File: src/rtl/sad_pkg.sv
// rtl/sad_pkg.sv - shared widths, FSM encoding and pixel helper for the SAD search block
package sad_pkg;

  localparam int SADW = 12;
  localparam int PIX  = 8;
  localparam int NPIX = 16;

  typedef enum logic [2:0] {
    S_IDLE = 3'd0,
    S_CHK  = 3'd1,
    S_REQ  = 3'd2,
    S_CMP  = 3'd3,
    S_DONE = 3'd4
  } state_t;

  function automatic logic [PIX-1:0] abs_diff(input logic [PIX-1:0] a, input logic [PIX-1:0] b);
    return (a > b) ? (a - b) : (b - a);
  endfunction

endpackage

File: src/rtl/sad4x4_unit.sv
// rtl/sad4x4_unit.sv - combinational 4x4 sum of absolute differences
module sad4x4_unit
  import sad_pkg::*;
(
  input  logic [NPIX*PIX-1:0] crop,
  input  logic [NPIX*PIX-1:0] window,
  output logic [SADW-1:0]     sad
);

  // Accumulate the 16 unsigned byte differences; the worst case 16*255 fits SADW
  always_comb begin
    sad = '0;
    for (int k = 0; k < NPIX; k++) begin
      sad = sad + SADW'(abs_diff(crop[k*PIX +: PIX], window[k*PIX +: PIX]));
    end
  end

endmodule

File: src/rtl/sad_search_ctrl.sv
// rtl/sad_search_ctrl.sv - full-search 4x4 block match sequencer with running minimum
module sad_search_ctrl
  import sad_pkg::*;
#(
  parameter int MAX_DIM = 64,
  parameter int CW      = $clog2(MAX_DIM)
) (
  input  logic                Clk,
  input  logic                Reset,
  input  logic                Start,
  input  logic [NPIX*PIX-1:0] Crop,
  input  logic [CW:0]         FrameRows,
  input  logic [CW:0]         FrameCols,
  output logic                WinReq,
  output logic [CW-1:0]       WinRow,
  output logic [CW-1:0]       WinCol,
  input  logic                WinAck,
  input  logic [NPIX*PIX-1:0] Window,
  output logic                Busy,
  output logic                Done,
  output logic                DimErr,
  output logic [SADW-1:0]     BestSAD,
  output logic [CW-1:0]       BestRow,
  output logic [CW-1:0]       BestCol
);

  state_t state, next_state;

  logic [NPIX*PIX-1:0] crop_q;
  logic [NPIX*PIX-1:0] win_q;
  logic [CW:0]         rows_q;
  logic [CW:0]         cols_q;
  logic [CW-1:0]       row;
  logic [CW-1:0]       col;
  logic [SADW-1:0]     sad;

  logic start_acc;
  logic win_take;
  logic cmp_en;
  logic dim_bad;
  logic row_last;
  logic col_last;
  logic last_pos;

  assign dim_bad  = (rows_q < (CW+1)'(4)) || (cols_q < (CW+1)'(4));
  assign row_last = ({1'b0, row} == rows_q - (CW+1)'(4));
  assign col_last = ({1'b0, col} == cols_q - (CW+1)'(4));
  assign last_pos = row_last && col_last;

  assign WinRow = row;
  assign WinCol = col;
  assign Busy   = (state != S_IDLE);

  sad4x4_unit u_sad (
    .crop   (crop_q),
    .window (win_q),
    .sad    (sad)
  );

  // State register
  always_ff @(posedge Clk) begin
    if (Reset) state <= S_IDLE;
    else       state <= next_state;
  end

  // Next-state decode plus the strobes that steer the datapath
  always_comb begin
    next_state = state;
    start_acc  = 1'b0;
    win_take   = 1'b0;
    cmp_en     = 1'b0;
    WinReq     = 1'b0;
    Done       = 1'b0;
    case (state)
      S_IDLE: begin
        if (Start) begin
          start_acc  = 1'b1;
          next_state = S_CHK;
        end
      end
      S_CHK: begin
        next_state = dim_bad ? S_DONE : S_REQ;
      end
      S_REQ: begin
        WinReq = 1'b1;
        if (WinAck) begin
          win_take   = 1'b1;
          next_state = S_CMP;
        end
      end
      S_CMP: begin
        cmp_en     = 1'b1;
        next_state = last_pos ? S_DONE : S_REQ;
      end
      S_DONE: begin
        Done       = 1'b1;
        next_state = S_IDLE;
      end
      default: next_state = S_IDLE;
    endcase
  end

  // Latches, raster counters and minimum tracker; ties keep the earlier position
  always_ff @(posedge Clk) begin
    if (Reset) begin
      crop_q  <= '0;
      win_q   <= '0;
      rows_q  <= '0;
      cols_q  <= '0;
      row     <= '0;
      col     <= '0;
      BestSAD <= '1;
      BestRow <= '0;
      BestCol <= '0;
      DimErr  <= 1'b0;
    end else begin
      if (start_acc) begin
        crop_q  <= Crop;
        rows_q  <= FrameRows;
        cols_q  <= FrameCols;
        row     <= '0;
        col     <= '0;
        BestSAD <= '1;
        BestRow <= '0;
        BestCol <= '0;
        DimErr  <= 1'b0;
      end
      if (state == S_CHK && dim_bad) begin
        DimErr <= 1'b1;
      end
      if (win_take) begin
        win_q <= Window;
      end
      if (cmp_en) begin
        if (sad < BestSAD) begin
          BestSAD <= sad;
          BestRow <= row;
          BestCol <= col;
        end
        if (!last_pos) begin
          if (col_last) begin
            col <= '0;
            row <= row + CW'(1);
          end else begin
            col <= col + CW'(1);
          end
        end
      end
    end
  end

endmodule

File: config.mk
export PLATFORM = sky130hd
export DESIGN_NAME = sad_search_ctrl
export DESIGN_NICKNAME = d
export VERILOG_FILES = /design/src/rtl/sad_pkg.sv /design/src/rtl/sad4x4_unit.sv /design/src/rtl/sad_search_ctrl.sv
export SDC_FILE = /design/constraint.sdc
export NUM_CORES = 1
export LEC_CHECK = 0
export BUFFER_PORTS_ARGS = -buffer_cell sky130_fd_sc_hd__buf_4
export CORE_UTILIZATION = 39
export DETAILED_ROUTE_END_ITERATION = 10
export PLACE_DENSITY = 0.54
export SYNTH_ARGS = -nofsm -noshare
export SYNTH_HDL_FRONTEND = slang
export SYNTH_HIERARCHICAL = 1
export SYNTH_SLANG_ARGS = --single-unit
export TNS_END_PERCENT = 100
File: constraint.sdc
create_clock -name Clk -period 17.1 [get_ports Clk]
set_input_delay 0.855 -clock Clk [delete_from_list [all_inputs] [get_ports Clk]]
set_output_delay 0.855 -clock Clk [all_outputs]
set_load 0.03 [all_outputs]
==> results.md, run 1 <==
- Status: completed
- Row cnt: 95
- Max_cap viols: 0
- Clk slew on worst S/H paths: 60 ps
- Root buf cell: clkbuf_16
- Crit path largest cell delay: 960 ps
- Leading cell type in the layout, fill and taps excluded: nand2_1
- RSZ-0062 raised after global routing: no
- F_max: 99.5 MHz
- Most frequent cells in the layout: nand2_1 (669), a21oi_1 (440), inv_1 (404)
- Fin crit share: 58.8%
- Final Net Count: 4301
- Fin Setup TNS: 0 ps
- CTS buffer count: 41
- Cells after Synth: 3423
- Routability Congestion: 0.891
- CTS sink count: 310
- Post-route DRC violation count: 0
- Top cells by area, synth: dfxtp_1 (23%), ha_1 (13%), fa_1 (11%)
- CP max stage cell: a2111oi_1
- Synthesized area per cell: 7.77 sq um
- Die area: 0.0693 sq mm
- Async S/R FF share, synth: 0%
- Drt total wl: 77.7 mm
- Reg2reg setup slack: 7050 ps
- Largest net degree at the start of global routing: 152
- Pre-antenna DRT Iters: 5
- Area of the core: 0.0673 sq mm
- Gr ovfl total: 0
- Detailed-route via count: 23.6k
- Ys flop type: dfxtp_1
- Boundary Pins: 314
- Antenna viol nets, final: 0
- Yosys Warn Count: 6
- Worst Setup Start Kind: flop
- Setup bufs post-CTS: 0
- Post-synth EDFFs: 0
- Initial DRC Count: 1226
- Max-slew violations: 0
- Initial antenna violation count: 3
- Number of global-route vias before repair: 23.4k
- Post-synthesis sequential area ratio: 23.3%
- Initial Util: 39.5%
- Worst Path Max Fanout: 14
- Die Ht: 263 um
- Syn Nets: 4113
- Layout area overhead: 15.8%
- DR vias/cell: 5.23
- # hold bufs at CTS: 0
- Hold WC Path Type: flop to flop
- Synthesis-stage register bit count: 310
- Yosys cell types: 83
- Post-layout utilization of the core: 45.8%
- Pin slew with the least headroom to its limit: 1120 ps
- Synth top area share: 23.3%
- Fin crit period: 10050 ps
- Slew Limit Headroom: 25.3%
- Arr. time, crit path: 10520 ps
- CP Data Required Time: 17560 ps
- FILL cells: 6952
- Post-DP HPWL: 60.5 mm
- Latest clock arrival within the worst-skew pair: 570 ps
- H-Tree Depth: 2
- Cell Area, Synth: 0.0266 sq mm
- CTS Buffer Depth: 3
- CTS tree: built
- Worst-case clock skew: 23.4 ps
- Resize count post-CTS: 0
- Total GRT Usage: 22.2%
- Die extent in x: 263 um
- CP dominant cell by count: fa_1
- Share of cells above drive strength 1: 12.3%
- Routed WL per cell: 17.2 um
- # setup viols final: 0
- First-pass GRT wire length: 125 mm
- Crit Path Category: flop to flop
- Hold Fails Final Rpt: 0
- Diodes inserted: 0
- Port buffer count: 313
- CP endpoint kind: flop
- Synth area leader: dfxtp_1
critical path, delay by kind of cell (launching register included):
family                   cells  cell delay (ps)
XOR/XNOR                     1              200
AO/OA/AOI/OAI                9             3640
adder cells (fa/ha/maj)     10             4410
buffers and inverters        5              590
multiplexers                 1              370
flip-flops                   1              350
AND/OR/NAND/NOR              3              380
layer usage:
metal | GRT usage (%) | up-vias | share of wire (%)
met4 | 5.48 | 6 | 2.1
met1 | 29.7 | 11096 | 47
li1 | - | 11948 | -
met2 | 37.0 | 454 | 46
met3 | 3.81 | 101 | 4.9
met5 | 0 | - | 0.062
worst paths after layout:
| path | startpoint | to | cells past startpoint |
|---|---|---|---|
| max | crop_q[32]$_SDFFE_PP0P_ | BestCol[5]$_SDFF_PP0_ | 29 |
| min | win_q[127]$_SDFFE_PP0P_ | win_q[127]$_SDFFE_PP0P_ | 2 |
| max reg2reg | crop_q[32]$_SDFFE_PP0P_ | BestCol[5]$_SDFF_PP0_ | 29 |
| min reg2reg | win_q[127]$_SDFFE_PP0P_ | win_q[127]$_SDFFE_PP0P_ | 2 |
Yosys cell counts, types with 33 or more instances:
library cell,count
a211oi_1,56
a21o_1,61
a21oi_1,440
buf_2,48
clkbuf_1,122
dfxtp_1,310
fa_1,140
ha_1,276
inv_1,404
mux2i_1,69
nand2_1,671
nand3b_1,35
nand4_1,36
nor2_1,103
nor2b_1,33
nor3_1,71
o21ai_0,68
kinds of logic after synthesis:
kind of cell,synth area share [%]
compound gates,20.3
simple gates,19.2
fa+ha+maj,23.5
buf+inv,8.63
xor+xnor,1.88
flops,23.3
mux,3.10
registers in the layout (all words and copies together) (netlist names):
register	count
cols_q	7
crop_q	128
BestRow	6
DimErr	1
state	3
BestSAD	12
win_q	128
WinCol	6
BestCol	6
rows_q	7
WinRow	6
layout make-up:
type / instances / area (sq um) / area share, %
multi-input cells: 2529 / 18100 / 58.9
flip-flops and latches: 310 / 6210 / 20.2
repair buffers: 325 / 2450 / 7.95
inverters: 404 / 1520 / 4.92
clock buffers: 55 / 1180 / 3.83
well taps: 873 / 1090 / 3.55
clock inverters: 20 / 225 / 0.731
through the flow:
stage                     instance area (sq um)  hold slack [ps]  setup slack, ps  cells
after floorplan                           26600              436             8750   3423
after global placement                    29400              444             7110   4441
after detailed placement                  29400              449             7050   4441
after CTS                                 30800              457             7010   4516
after global routing                      30800              475             6450   4516
final                                     30800              453             7050   4516
Power of run 1 is not shown: default switching activity piles up to over one toggle a cycle in this logic, so the estimate is an artifact.
==> run 2: changes to the inputs <==
- PLACE_DENSITY: 0.54 -> 0.56
- clock period: 17.1 -> 8.4 ns (I/O delays scaled with it)
==> run 2 against run 1 <==
Effect of this change:
- flip-flop and latch count did not move
- worst hold slack got worse by 370 ps
- largest cell class unchanged
- register-to-register slack lost 6800 ps
- clock-buffer cell count unchanged
- critical path type unchanged
==> results.md, run 2 (synthesized netlist as in run 1, its figures left out) <==
- CTS buffer count: 40 (-2.4%)
- Final Net Count: 4594 (+6.8%)
- Reg2reg setup slack: 200 ps (-6840 ps)
- R2R Path Start: crop_q[104]$_SDFFE_PP0P_
- Row cnt: 95 (unchanged)
- Worst Path Max Fanout: 7 (-7)
- Initial DRC Count: 1222 (-0.33%)
- CP max stage cell: fa_1
- Placed Instance Area: 0.0314 sq mm (+6.9%)
- Die extent in x: 263 um (unchanged)
- # setup viols final: 0 (unchanged)
- Share of cells above drive strength 1: 22.0% (+9.7 points)
- Setup WS post-layout: 202 ps (-6840 ps)
- Hold WC Path Type: primary input to flop
- Initial antenna violation count: 2 (-1)
- Routed WL per cell: 16.8 um (-2.3%)
- Pin slew with the least headroom to its limit: 980 ps (-137 ps)
- Area of the core: 0.0673 sq mm (unchanged)
- CP dominant cell by count: fa_1
- # hold bufs at CTS: 0 (unchanged)
- RSZ-0062 raised after global routing: yes
- Diodes inserted: 0 (unchanged)
- Crit path largest cell delay: 550 ps (-410 ps)
- Hold Fails Final Rpt: 0 (unchanged)
- CTS tree: built
- Arr. time, crit path: 8640 ps (-1880 ps)
- DR vias/cell: 5.16 (-1.2%)
- Final Instance Area: 0.0336 sq mm (+9.1%)
- CTS sink count: 310 (unchanged)
- FILL cells: 6762 (-2.7%)
- R2r endpoint: BestCol[3]$_SDFF_PP0_
- First-pass GRT wire length: 129 mm (+3.7%)
- Leading cell type in the layout, fill and taps excluded: nand2_1
- Worst Setup Start Kind: flop
- Most frequent cells in the layout: nand2_1 (666), buf_4 (607), a21oi_1 (433)
- Root buf cell: clkbuf_16
- Crit Path Category: flop to flop
- Fin cells: 4804 (+6.4%)
- CTS Buffer Depth: 3 (unchanged)
- Gr ovfl total: 0 (unchanged)
- Largest regs: crop_q (128), win_q (128), BestSAD (12)
- Boundary Pins: 314 (unchanged)
- Status: completed
- Pre-CTS setup slack: -530 ps (-7580 ps)
- Routability Congestion: 0.903 (+1.4%)
- Die area: 0.0693 sq mm (unchanged)
- Initial Util: 39.5% (unchanged)
- Worst Hold Path EP: crop_q[109]$_SDFFE_PP0P_
- Layout area overhead: 26.4%
- Drt total wl: 80.7 mm (+3.9%)
- Total GRT Usage: 23.0% (+0.75 points)
- Slew Limit Headroom: 34.7% (+9.3 points)
- Die Ht: 263 um (unchanged)
- Clk slew on worst S/H paths: 60 ps (about the same)
- H-Tree Depth: 2 (unchanged)
- Post-Place Cells: 4710 (+6.1%)
- Port buffer count: 313 (unchanged)
- Fin crit share: 97.6% (+39 points)
- Post-route DRC violation count: 0 (unchanged)
- R2R cell count: 32 (+10%)
- Hold path depth: 3 (+1)
- Max_cap viols: 0 (unchanged)
- Max-slew violations: 0 (unchanged)
- Fin crit period: 8200 ps (-1860 ps)
- CP endpoint kind: flop
- Post-DP HPWL: 63.1 mm (+4.2%)
- Number of global-route vias before repair: 24.6k (+5.0%)
- Hold path start: Crop[109]
- CP Data Required Time: 8840 ps (-8720 ps)
- Largest net degree at the start of global routing: 115 (-24%)
- Worst-case clock skew: 33.9 ps (+10.6 ps)
- Latest clock arrival within the worst-skew pair: 580 ps (about the same)
- Pre-antenna DRT Iters: 5 (unchanged)
- F_max: 122 MHz (+23%)
- Antenna viol nets, final: 0 (unchanged)
- Detailed-route via count: 24.8k (+5.1%)
- Final hold slack: 84.7 ps (-369 ps)
## run 2: changes by cell type in the layout (fill, tap and decap cells not counted), moves of 13 or more
cell	delta
buf_4	+283
fa_1	-24
fa_2	+24
ha_1	-13
inv_1	-14
inv_2	+14
## run 2: per-layer routing
layer	global-route usage (%)	vias up	wire (um)
met3	4.27	96	4420
met4	5.55	2	1760
met1	31.0	11634	37300
met5	0	-	17
li1	-	12536	-
met2	37.6	530	37200
## run 2: layout make-up
type | instances | area, sq um | share of cell area (%)
Inverter | 404 | 1520 | 4.51
Multi-Input combinational cell | 2529 | 18800 | 55.9
Clock inverter | 14 | 114 | 0.339
Timing Repair Buffer | 619 | 4720 | 14.0
Tap cell | 873 | 1090 | 3.25
Sequential cell | 310 | 6220 | 18.5
Clock buffer | 55 | 1160 | 3.45
## run 2: worst max-delay path: cells and delay by family, from the launching register on
family	cells	cell delay, ps
buffers and inverters	8	640
DFF	1	320
and+or+nand+nor	1	70
xor gates and xnor gates	2	460
AOI/OAI and AO/OA	9	2120
adders and majority gates	10	3970
muxes	2	470
## run 2: metrics by stage
stage               utilization (%)  setup TNS [ps]
floorplan                         -               0
global placement               46.7          -10710
detailed placement             46.7          -11120
CTS                            48.8               0
global route                   50.0           -2040
finish                         50.0               0
## run 2: what timing repair did
action                     in CTS  in global routing
pin swaps                      17                100
setup endpoints to repair      24                 24
gates cloned                    0                  1
setup buffers                   3                 24
gates resized for setup        27                148
## run 2: how the worst max path moves through the flow
| stage | start | endpoint | depth (start not counted) |
|---|---|---|---|
| detailed placement | crop_q[56]$_SDFFE_PP0P_ | BestRow[1]$_SDFF_PP0_ | 30 |
| CTS | crop_q[24]$_SDFFE_PP0P_ | BestCol[3]$_SDFF_PP0_ | 30 |
| global route | crop_q[96]$_SDFFE_PP0P_ | BestCol[3]$_SDFF_PP0_ | 32 |
| global placement | crop_q[56]$_SDFFE_PP0P_ | BestRow[3]$_SDFF_PP0_ | 30 |
| finish | crop_q[104]$_SDFFE_PP0P_ | BestCol[3]$_SDFF_PP0_ | 32 |
| floorplan | crop_q[32]$_SDFFE_PP0P_ | BestCol[2]$_SDFF_PP0_ | 29 |
Power of run 2 is left out for the same reason.
